**config.mk**
```make
export PLATFORM = sky130hd
export DESIGN_NAME = jump_unit_ctrl
export DESIGN_NICKNAME = d
export VERILOG_FILES = /design/src/rtl/jump_unit_ctrl_pkg.sv /design/src/rtl/jump_unit_ctrl_sat_counter.sv /design/src/rtl/jump_unit_ctrl.sv
export SDC_FILE = /design/constraint.sdc
export NUM_CORES = 1
export LEC_CHECK = 0
export ABC_AREA = 1
export CORE_ASPECT_RATIO = 0.7
export CORE_UTILIZATION = 43
export CTS_BUF_LIST = sky130_fd_sc_hd__clkbuf_8
export CTS_CLUSTER_DIAMETER = 120
export DETAILED_ROUTE_END_ITERATION = 10
export HOLD_SLACK_MARGIN = 0.05
export MAX_ROUTING_LAYER = met4
export PLACE_DENSITY_LB_ADDON = 0.2
export SYNTH_ARGS = -nofsm -noshare
export SYNTH_HDL_FRONTEND = slang
export SYNTH_SLANG_ARGS = --single-unit
```
**constraint.sdc**
```tcl
create_clock -name clk -period 2.3 [get_ports clk]
set_clock_uncertainty 0.1 [all_clocks]
set_input_delay 0.345 -clock clk [delete_from_list [all_inputs] [get_ports clk]]
set_output_delay 0.345 -clock clk [all_outputs]
set_load 0.01 [all_outputs]
```
**src/rtl/jump_unit_ctrl_pkg.sv**
```systemverilog
// Shared definitions for the jump/branch unit sequencing controller.
//   kind_e    : control-transfer kind as presented by issue
//   state_e   : controller FSM states
//   is_link_kind() : true for kinds that produce a link value (JAL/JALR)
package jump_unit_ctrl_pkg;

  typedef enum logic [1:0] {
    KIND_BR   = 2'd0,
    KIND_JAL  = 2'd1,
    KIND_JALR = 2'd2,
    KIND_RSVD = 2'd3   // decoded as a plain branch, never written back
  } kind_e;

  typedef enum logic [1:0] {
    ST_IDLE    = 2'd0,
    ST_WAIT    = 2'd1,
    ST_RESOLVE = 2'd2,
    ST_WB      = 2'd3
  } state_e;

  // Width of the FU latency down-counter; holds LAT-1 for LAT up to 7.
  localparam int LAT_CNT_W = 3;

  function automatic logic is_link_kind(input logic [1:0] kind);
    return (kind == KIND_JAL) || (kind == KIND_JALR);
  endfunction

endpackage

```
**src/rtl/jump_unit_ctrl_sat_counter.sv**
```systemverilog
// Saturating up-counter used for the performance counters.
//   clk, rst : clock, synchronous active-high reset (clears to 0)
//   inc      : count one event this cycle
//   count    : current value, sticks at all-ones
module sat_counter #(
  parameter int CNT_W = 16
) (
  input  logic             clk,
  input  logic             rst,
  input  logic             inc,
  output logic [CNT_W-1:0] count
);

  logic [CNT_W-1:0] count_q;
  logic [CNT_W-1:0] count_d;

  always_comb begin
    count_d = count_q;
    if (inc && (count_q != '1)) begin
      count_d = count_q + 1'b1;
    end
  end

  always_ff @(posedge clk) begin
    if (rst) begin
      count_q <= '0;
    end else begin
      count_q <= count_d;
    end
  end

  assign count = count_q;

endmodule

```
**src/rtl/jump_unit_ctrl.sv**
```systemverilog
// Sequencing controller for the jump/branch functional unit.
// Accepts one control-transfer op at a time, waits the FU latency, resolves
// taken/not-taken, pulses redirect/flush, and hands the link value to the
// writeback stage over a req/grant handshake.
//
// Ports:
//   clk, rst                      clock, synchronous active-high reset
//   issue_valid/issue_ready       issue handshake; transfer when both high
//   issue_kind, issue_rd          op kind and link destination
//   fu_en, fu_jalr                FU capture enable and JALR select
//   fu_cmp_res, fu_pc_jump, fu_pc_wb  FU results, valid in RESOLVE
//   squash                        kills the in-flight op
//   redirect_valid/pc, flush      one-cycle pulse on a taken transfer
//   wb_req/wb_rd/wb_data/wb_grant writeback handshake
//   busy                          op in flight
//   cnt_resolved, cnt_taken       saturating performance counters
//
// Handshakes: issue transfers on a clock edge where issue_valid & issue_ready.
// wb_req/wb_rd/wb_data stay stable from entering WB until the edge where
// wb_grant is high; that edge performs the write.
module jump_unit_ctrl
  import jump_unit_ctrl_pkg::*;
#(
  parameter int LAT   = 2,
  parameter int CNT_W = 16
) (
  input  logic             clk,
  input  logic             rst,
  input  logic             issue_valid,
  output logic             issue_ready,
  input  logic [1:0]       issue_kind,
  input  logic [4:0]       issue_rd,
  output logic             fu_en,
  output logic             fu_jalr,
  input  logic             fu_cmp_res,
  input  logic [31:0]      fu_pc_jump,
  input  logic [31:0]      fu_pc_wb,
  input  logic             squash,
  output logic             redirect_valid,
  output logic [31:0]      redirect_pc,
  output logic             flush,
  output logic             wb_req,
  output logic [4:0]       wb_rd,
  output logic [31:0]      wb_data,
  input  logic             wb_grant,
  output logic             busy,
  output logic [CNT_W-1:0] cnt_resolved,
  output logic [CNT_W-1:0] cnt_taken
);

  localparam logic [LAT_CNT_W-1:0] LAT_INIT = LAT_CNT_W'(LAT - 1);

  state_e               state_q, state_d;
  logic [LAT_CNT_W-1:0] lat_q, lat_d;
  logic [1:0]           kind_q, kind_d;
  logic [4:0]           rd_q, rd_d;
  logic [31:0]          wb_data_q, wb_data_d;

  logic resolve_live;
  logic taken;
  logic inc_resolved;
  logic inc_taken;

  always_comb begin
    state_d      = state_q;
    lat_d        = lat_q;
    kind_d       = kind_q;
    rd_d         = rd_q;
    wb_data_d    = wb_data_q;

    issue_ready  = (state_q == ST_IDLE) && !squash;
    fu_en        = issue_valid && issue_ready;
    fu_jalr      = (issue_kind == KIND_JALR);

    // Reserved kind falls into the branch path: only link kinds are
    // unconditionally taken.
    resolve_live = (state_q == ST_RESOLVE) && !squash;
    taken        = is_link_kind(kind_q) || fu_cmp_res;
    inc_resolved = resolve_live;
    inc_taken    = resolve_live && taken;

    case (state_q)
      ST_IDLE: begin
        if (fu_en) begin
          kind_d  = issue_kind;
          rd_d    = issue_rd;
          lat_d   = LAT_INIT;
          state_d = ST_WAIT;
        end
      end
      ST_WAIT: begin
        // Count is loaded with LAT-1, so RESOLVE is entered LAT edges
        // after capture, when the FU outputs are valid.
        if (squash) begin
          state_d = ST_IDLE;
        end else if (lat_q == '0) begin
          state_d = ST_RESOLVE;
        end else begin
          lat_d = lat_q - 1'b1;
        end
      end
      ST_RESOLVE: begin
        if (squash) begin
          state_d = ST_IDLE;
        end else begin
          wb_data_d = fu_pc_wb;
          if (is_link_kind(kind_q) && (rd_q != 5'd0)) begin
            state_d = ST_WB;
          end else begin
            state_d = ST_IDLE;
          end
        end
      end
      ST_WB: begin
        // A grant in the same cycle as squash still completes the write.
        if (wb_grant || squash) begin
          state_d = ST_IDLE;
        end
      end
      default: state_d = ST_IDLE;
    endcase
  end

  always_ff @(posedge clk) begin
    if (rst) begin
      state_q   <= ST_IDLE;
      lat_q     <= '0;
      kind_q    <= '0;
      rd_q      <= '0;
      wb_data_q <= '0;
    end else begin
      state_q   <= state_d;
      lat_q     <= lat_d;
      kind_q    <= kind_d;
      rd_q      <= rd_d;
      wb_data_q <= wb_data_d;
    end
  end

  assign redirect_valid = inc_taken;
  assign flush          = inc_taken;
  assign redirect_pc    = fu_pc_jump;
  assign wb_req         = (state_q == ST_WB);
  assign wb_rd          = rd_q;
  assign wb_data        = wb_data_q;
  assign busy           = (state_q != ST_IDLE);

  sat_counter #(.CNT_W(CNT_W)) u_cnt_resolved (
    .clk   (clk),
    .rst   (rst),
    .inc   (inc_resolved),
    .count (cnt_resolved)
  );

  sat_counter #(.CNT_W(CNT_W)) u_cnt_taken (
    .clk   (clk),
    .rst   (rst),
    .inc   (inc_taken),
    .count (cnt_taken)
  );

endmodule
```
# Word-level counts from Yosys, hierarchy flattened
# Index checks and enable logic that the tools add are counted.
# classes
n_addsub	3
shifts	0
eq_ne	13
reduce_logical	20
div	0
mul	0
n_bitwise	1
magnitude_cmp	0
muxes	11
# op_table
op	count
$add 16x1->16 const B	2
$ne 16x16->1 const B	2
$mux 2	6
$mux 3	3
$eq 2x2->1 const B	4
$pmux 2 s4	1
$logic_and 1x1->1	7
$ne 2x2->1 const B	3
$pmux 3 s2	1
$reduce_bool 5->1	1
$eq 2x1->1 const B	2
$reduce_and 2->1	2
$reduce_and 4->1	1
$reduce_bool 2->1	2
$logic_not 3->1	1
$logic_or 1x1->1	3
$ne 3x3->1 const B	1
$reduce_and 3->1	1
$sub 3x1->3 const B	1
$logic_not 2->1	1
$ne 2x1->1 const B	1
$logic_not 1->1	1
$not 1->1	1
# word_totals
n_memories	0
ff_bits	76
ram_bits	0
latch_bits	0
wordCells	55
output_inout_bits	108
input_bits	77
rom_bits	0

# Logic depth before layout (Yosys ltp)
# logic_depth
ltp_word	6
mapped_depth	10
depth_no_buf	10

# Hierarchy
# Synthesis repeated with hierarchy kept, for this count alone.
# hier_totals
cells_unflattened	559
hier_area_um2	3829.9
# modules_own_cells
module	seq_area_each_um2	instances	cells_per_inst	area_per_inst_um2
jump_unit_ctrl	880.8	1	261	1970.6
sat_counter	320.3	2	149	929.6

# Worst setup path after synthesis
# No wires, ideal clock.
# synth_path
path_type	flip-flop to flip-flop
startpoint	register u_cnt_taken.count_q[0] (netlist: u_cnt_taken.count[0])
endpoint	register u_cnt_taken.count_q[10] (netlist: u_cnt_taken.count[10])
slack_ns	0.605
synth_period_minus_slack_ns	1.695
path_stages_with_launch	10
n_path_buf	1
required_ns	2.067
t_arrival_ns	1.462
setup_ns	0.133
path_cell_list	dfxtp_1 > ha_1 > nand2_2 > nor2_4 > nand2_2 > nor2_4 > nor2_8 > buf_6 > nand2_1 > a21oi_2
# synth_between
elab_chain_cells	2
word_cells_on_any_way	3
classes_between	add/sub (1); eq/ne (1); reduce/logical (1)
# synth_rtl
element	line	source
from (decl)	jump_unit_ctrl_sat_counter.sv:14	logic [CNT_W-1:0] count_q;
from (signal assigned)	jump_unit_ctrl_sat_counter.sv:28	count_q <= count_d;
branches (longest 2 deep; another with $add 16x1->16)	-	
# Parallel ways; which one is timed is not known.
# A chain may end at the register's enable or synchronous reset.

# Final worst setup path
# layout_path
startpoint	input port squash
endpoint	output port redirect_valid
# layout_between
elab_chain_cells	3
# layout_rtl
element	line	source
from (decl)	jump_unit_ctrl.sv:38	input logic squash,
$logic_not 1->1	jump_unit_ctrl.sv:77	resolve_live = (state_q == ST_RESOLVE) && !squash;
$logic_and 1x1->1	jump_unit_ctrl.sv:77	
$logic_and 1x1->1	jump_unit_ctrl.sv:80	inc_taken = resolve_live && taken;
to (decl)	jump_unit_ctrl.sv:39	output logic redirect_valid,
# Every way passes these cells.

==> impl_metrics.tcl <==
set metrics [dict create \
    layout_commonest_cell "nand2_1" \
    cts_tree "yes" \
    drv_cap 0 \
    cts_sinks 76 \
    die_area_sq_mm 0.009600 \
    holdBufCountCts 0 \
    hp-class "flip-flop to flip-flop" \
    power.leakage_nw 1.880 \
    drt_wl_total_mm 10.45 \
    p_per_area_mw_per_mm2 534.4 \
    die_y_um 82.28 \
    layout_min_cycle_time_ns 2.216 \
    switching_share_pct 21.49 \
    synth_top_area_cell "dfxtp_1" \
    final_cell_mix "nand2_1, clkdlybuf4s50_1, dfxtp_1" \
    rows 28 \
    fp.dieW_um 116.7 \
    rsz0062_at_grt "no" \
    syn_inst 569 \
    syn_area_sq_mm 0.003959 \
    post_drt_wl_per_cell_um 13.43 \
    power_frac_clock_pct 44.5 \
    slew-limit-headroom_pct 51.32 \
    grt_use_total_pct 22.70 \
    worstPathArrival_ns 1.77 \
    drt_iter0_drc 239 \
    synth-seq-area-share_pct 38.43 \
    antenna_found_initial 0 \
    place.detailed.hpwl_mm 7.496 \
    ir_drop_mv 0.4140 \
    cp-start-kind "input port" \
    power_frac_seq_pct 47.9 \
    worstMarginPinSlew_ns 0.7301 \
    numCtsBuffers 9 \
    ys_types 29 \
    insertion_delay_ns 0.34 \
    drc 0 \
    intPower_w 0.002196 \
    endpoint_kind "output pin" \
    num_vias 3840 \
    synth.top_cell.area_share_pct 38.43 \
    viasPerCell 4.936 \
    antenna_cells 0 \
    clock_path_buffers 2 \
    setup_tns_ns 0 \
    status "complete, no violations" \
    min_path_cells 2 \
    final_max_slew_viol_count 0 \
    yosys_warnings 0 \
    finalCritPeriodShare_pct 96.37 \
    grt-ovfl-total 0 \
    clock.fmax_mhz 451.2 \
    cts_resized 0 \
    p_total_w 0.002798 \
    final_layout_size_suffix_gt1_share_pct 9.726 \
    grt_pass1_wl_mm 16.50 \
    clkTransAtPathRegs_ns 0.07 \
    grt_pass1_vias 3543 \
    synthToLayoutAreaGrowth_pct 32.24 \
    gp_congestion 0.8930 \
    synth_seq_cells 76 \
    crit_fanout 3 \
    ant_nets 0 \
    cts_root_buf "clkbuf_8" \
    critPathRequiredTime_ns 1.86 \
    comb_power_share_pct 7.6 \
    syn-num-nets 650 \
    final-setup-viol-count 0 \
    cts_max_level 3 \
    timing.final.hold_violations 0 \
    cts_setup_buffers 0 \
    fin_nets 734 \
    start_util_pct 45.56 \
    grt_max_degree 60 \
    io_buffers 120 \
    io_pins 185 \
    drt-pass1-iter-count 5 \
    ff2ff_path_depth 7 \
    criticalPathCategory "input port to output pin" \
    p_sw_w 0.0006011 \
    avgSynthCellArea_sq_um 6.957 \
    synth_area_leaders "dfxtp_1, nand2_1, a21oi_1, buf_4, nor2_1" \
    core_region_area_sq_mm 0.008688 \
]
## synth_stat cells
cell,n
a21oi_1,51
or2_2,2
nand2_1,188
nand3_1,18
nand2_2,5
inv_4,1
clkbuf_1,7
o21ai_0,11
buf_2,6
buf_6,4
xor2_1,9
nor2_2,3
inv_1,42
o21ai_4,1
nor2_1,54
nand4_1,16
nand2_4,2
ha_1,4
nor2_8,1
nor2_4,2
buf_1,2
nor3_1,1
a21oi_2,17
inv_2,6
nand3_2,1
a31oi_1,1
dfxtp_1,76
buf_4,34
xnor2_1,4
## power by group through the flow
stage	Clock (W)	Sequential, W	Combinational [W]
6_report	0.00125	0.00134	0.000211
5_1_grt	0.00132	0.00134	0.000230
4_1_cts	0.00127	0.00134	0.000212
3_5_place_dp	0	0.00137	0.000211
3_3_place_gp	0	0.00137	0.000209
2_1_floorplan	0	0.00137	0.000137
## per-layer routing
metal | vias up | track usage, % | wire length, um | share of wire [%]
met5 | - | - | 0 | 0
li1 | 1928 | - | - | -
met3 | 10 | 6.058 | 864 | 8.3
met4 | 0 | 6.076 | 73 | 0.70
met1 | 1763 | 27.88 | 4696 | 45
met2 | 139 | 37.16 | 4816 | 46
## cells by family (layout without fill, tap and decap cells)
family          after synthesis  in the layout  synth area share, %
buf+inv                     102            191                13.91
xor+xnor                     13             13                2.876
flops                        76             76                38.43
fa+ha+maj                     4              4                1.264
simple gates                293            293                31.35
compound gates               81             81                12.17
## critical path, stage by stage
cell,delay [ns]
clkdlybuf4s50_1,0.44
inv_1,0.10
nand2_2,0.08
inv_4,0.07
nand2_4,0.07
inv_2,0.11
clkdlybuf4s50_1,0.55
## worst paths after layout
kind	slack, ns	startpoint	to
setup / recovery	0.08	squash	redirect_valid
hold reg to reg	0.36	wb_data[19]$_SDFFE_PP0P_	wb_data[19]$_SDFFE_PP0P_
hold / removal	0.36	wb_data[19]$_SDFFE_PP0P_	wb_data[19]$_SDFFE_PP0P_
setup reg to reg	0.38	u_cnt_taken.count[0]$_SDFFE_PP0P_	u_cnt_taken.count[5]$_SDFFE_PP0P_
## cell type report
| cell class | instances | area, sq um |
|---|---|---|
| sequential | 76 | 1521 |
| inverter | 49 | 186.4 |
| clock inverter | 6 | 111.4 |
| clock buffer | 10 | 137.6 |
| tap | 120 | 150.1 |
| multi-input combinational | 391 | 1887 |
| timing repair buffer | 126 | 1241 |
| fill | 823 | 3453 |
## flip-flops by register name, summed over array words and instances, names as in the netlist
| name | flops |
|---|---|
| wb_data | 32 |
| u_cnt_resolved.count | 16 |
| u_cnt_taken.count | 16 |
| wb_rd | 5 |
| lat_q | 3 |
| kind_q | 2 |
| state_q | 2 |
## metrics by stage
| stage | cells | hold slack, ns | setup WS [ns] | utilization [%] | area (sq um) |
|---|---|---|---|---|---|
| 6_report | 778 | 0.3649 | 0.08357 | 60.25 | 5235 |
| 5_1_grt | 778 | 0.3836 | 0.01395 | 60.25 | 5235 |
| 4_1_cts | 778 | 0.3673 | 0.08801 | 60.25 | 5235 |
| 3_5_place_dp | 762 | 0.3556 | 0.09922 | 57.39 | 4986 |
| 3_3_place_gp | 762 | 0.3492 | 0.1143 | 57.39 | 4986 |
| 2_1_floorplan | 569 | 0.3390 | 0.6050 | - | 3959 |
(Power assumes the default switching activity.)
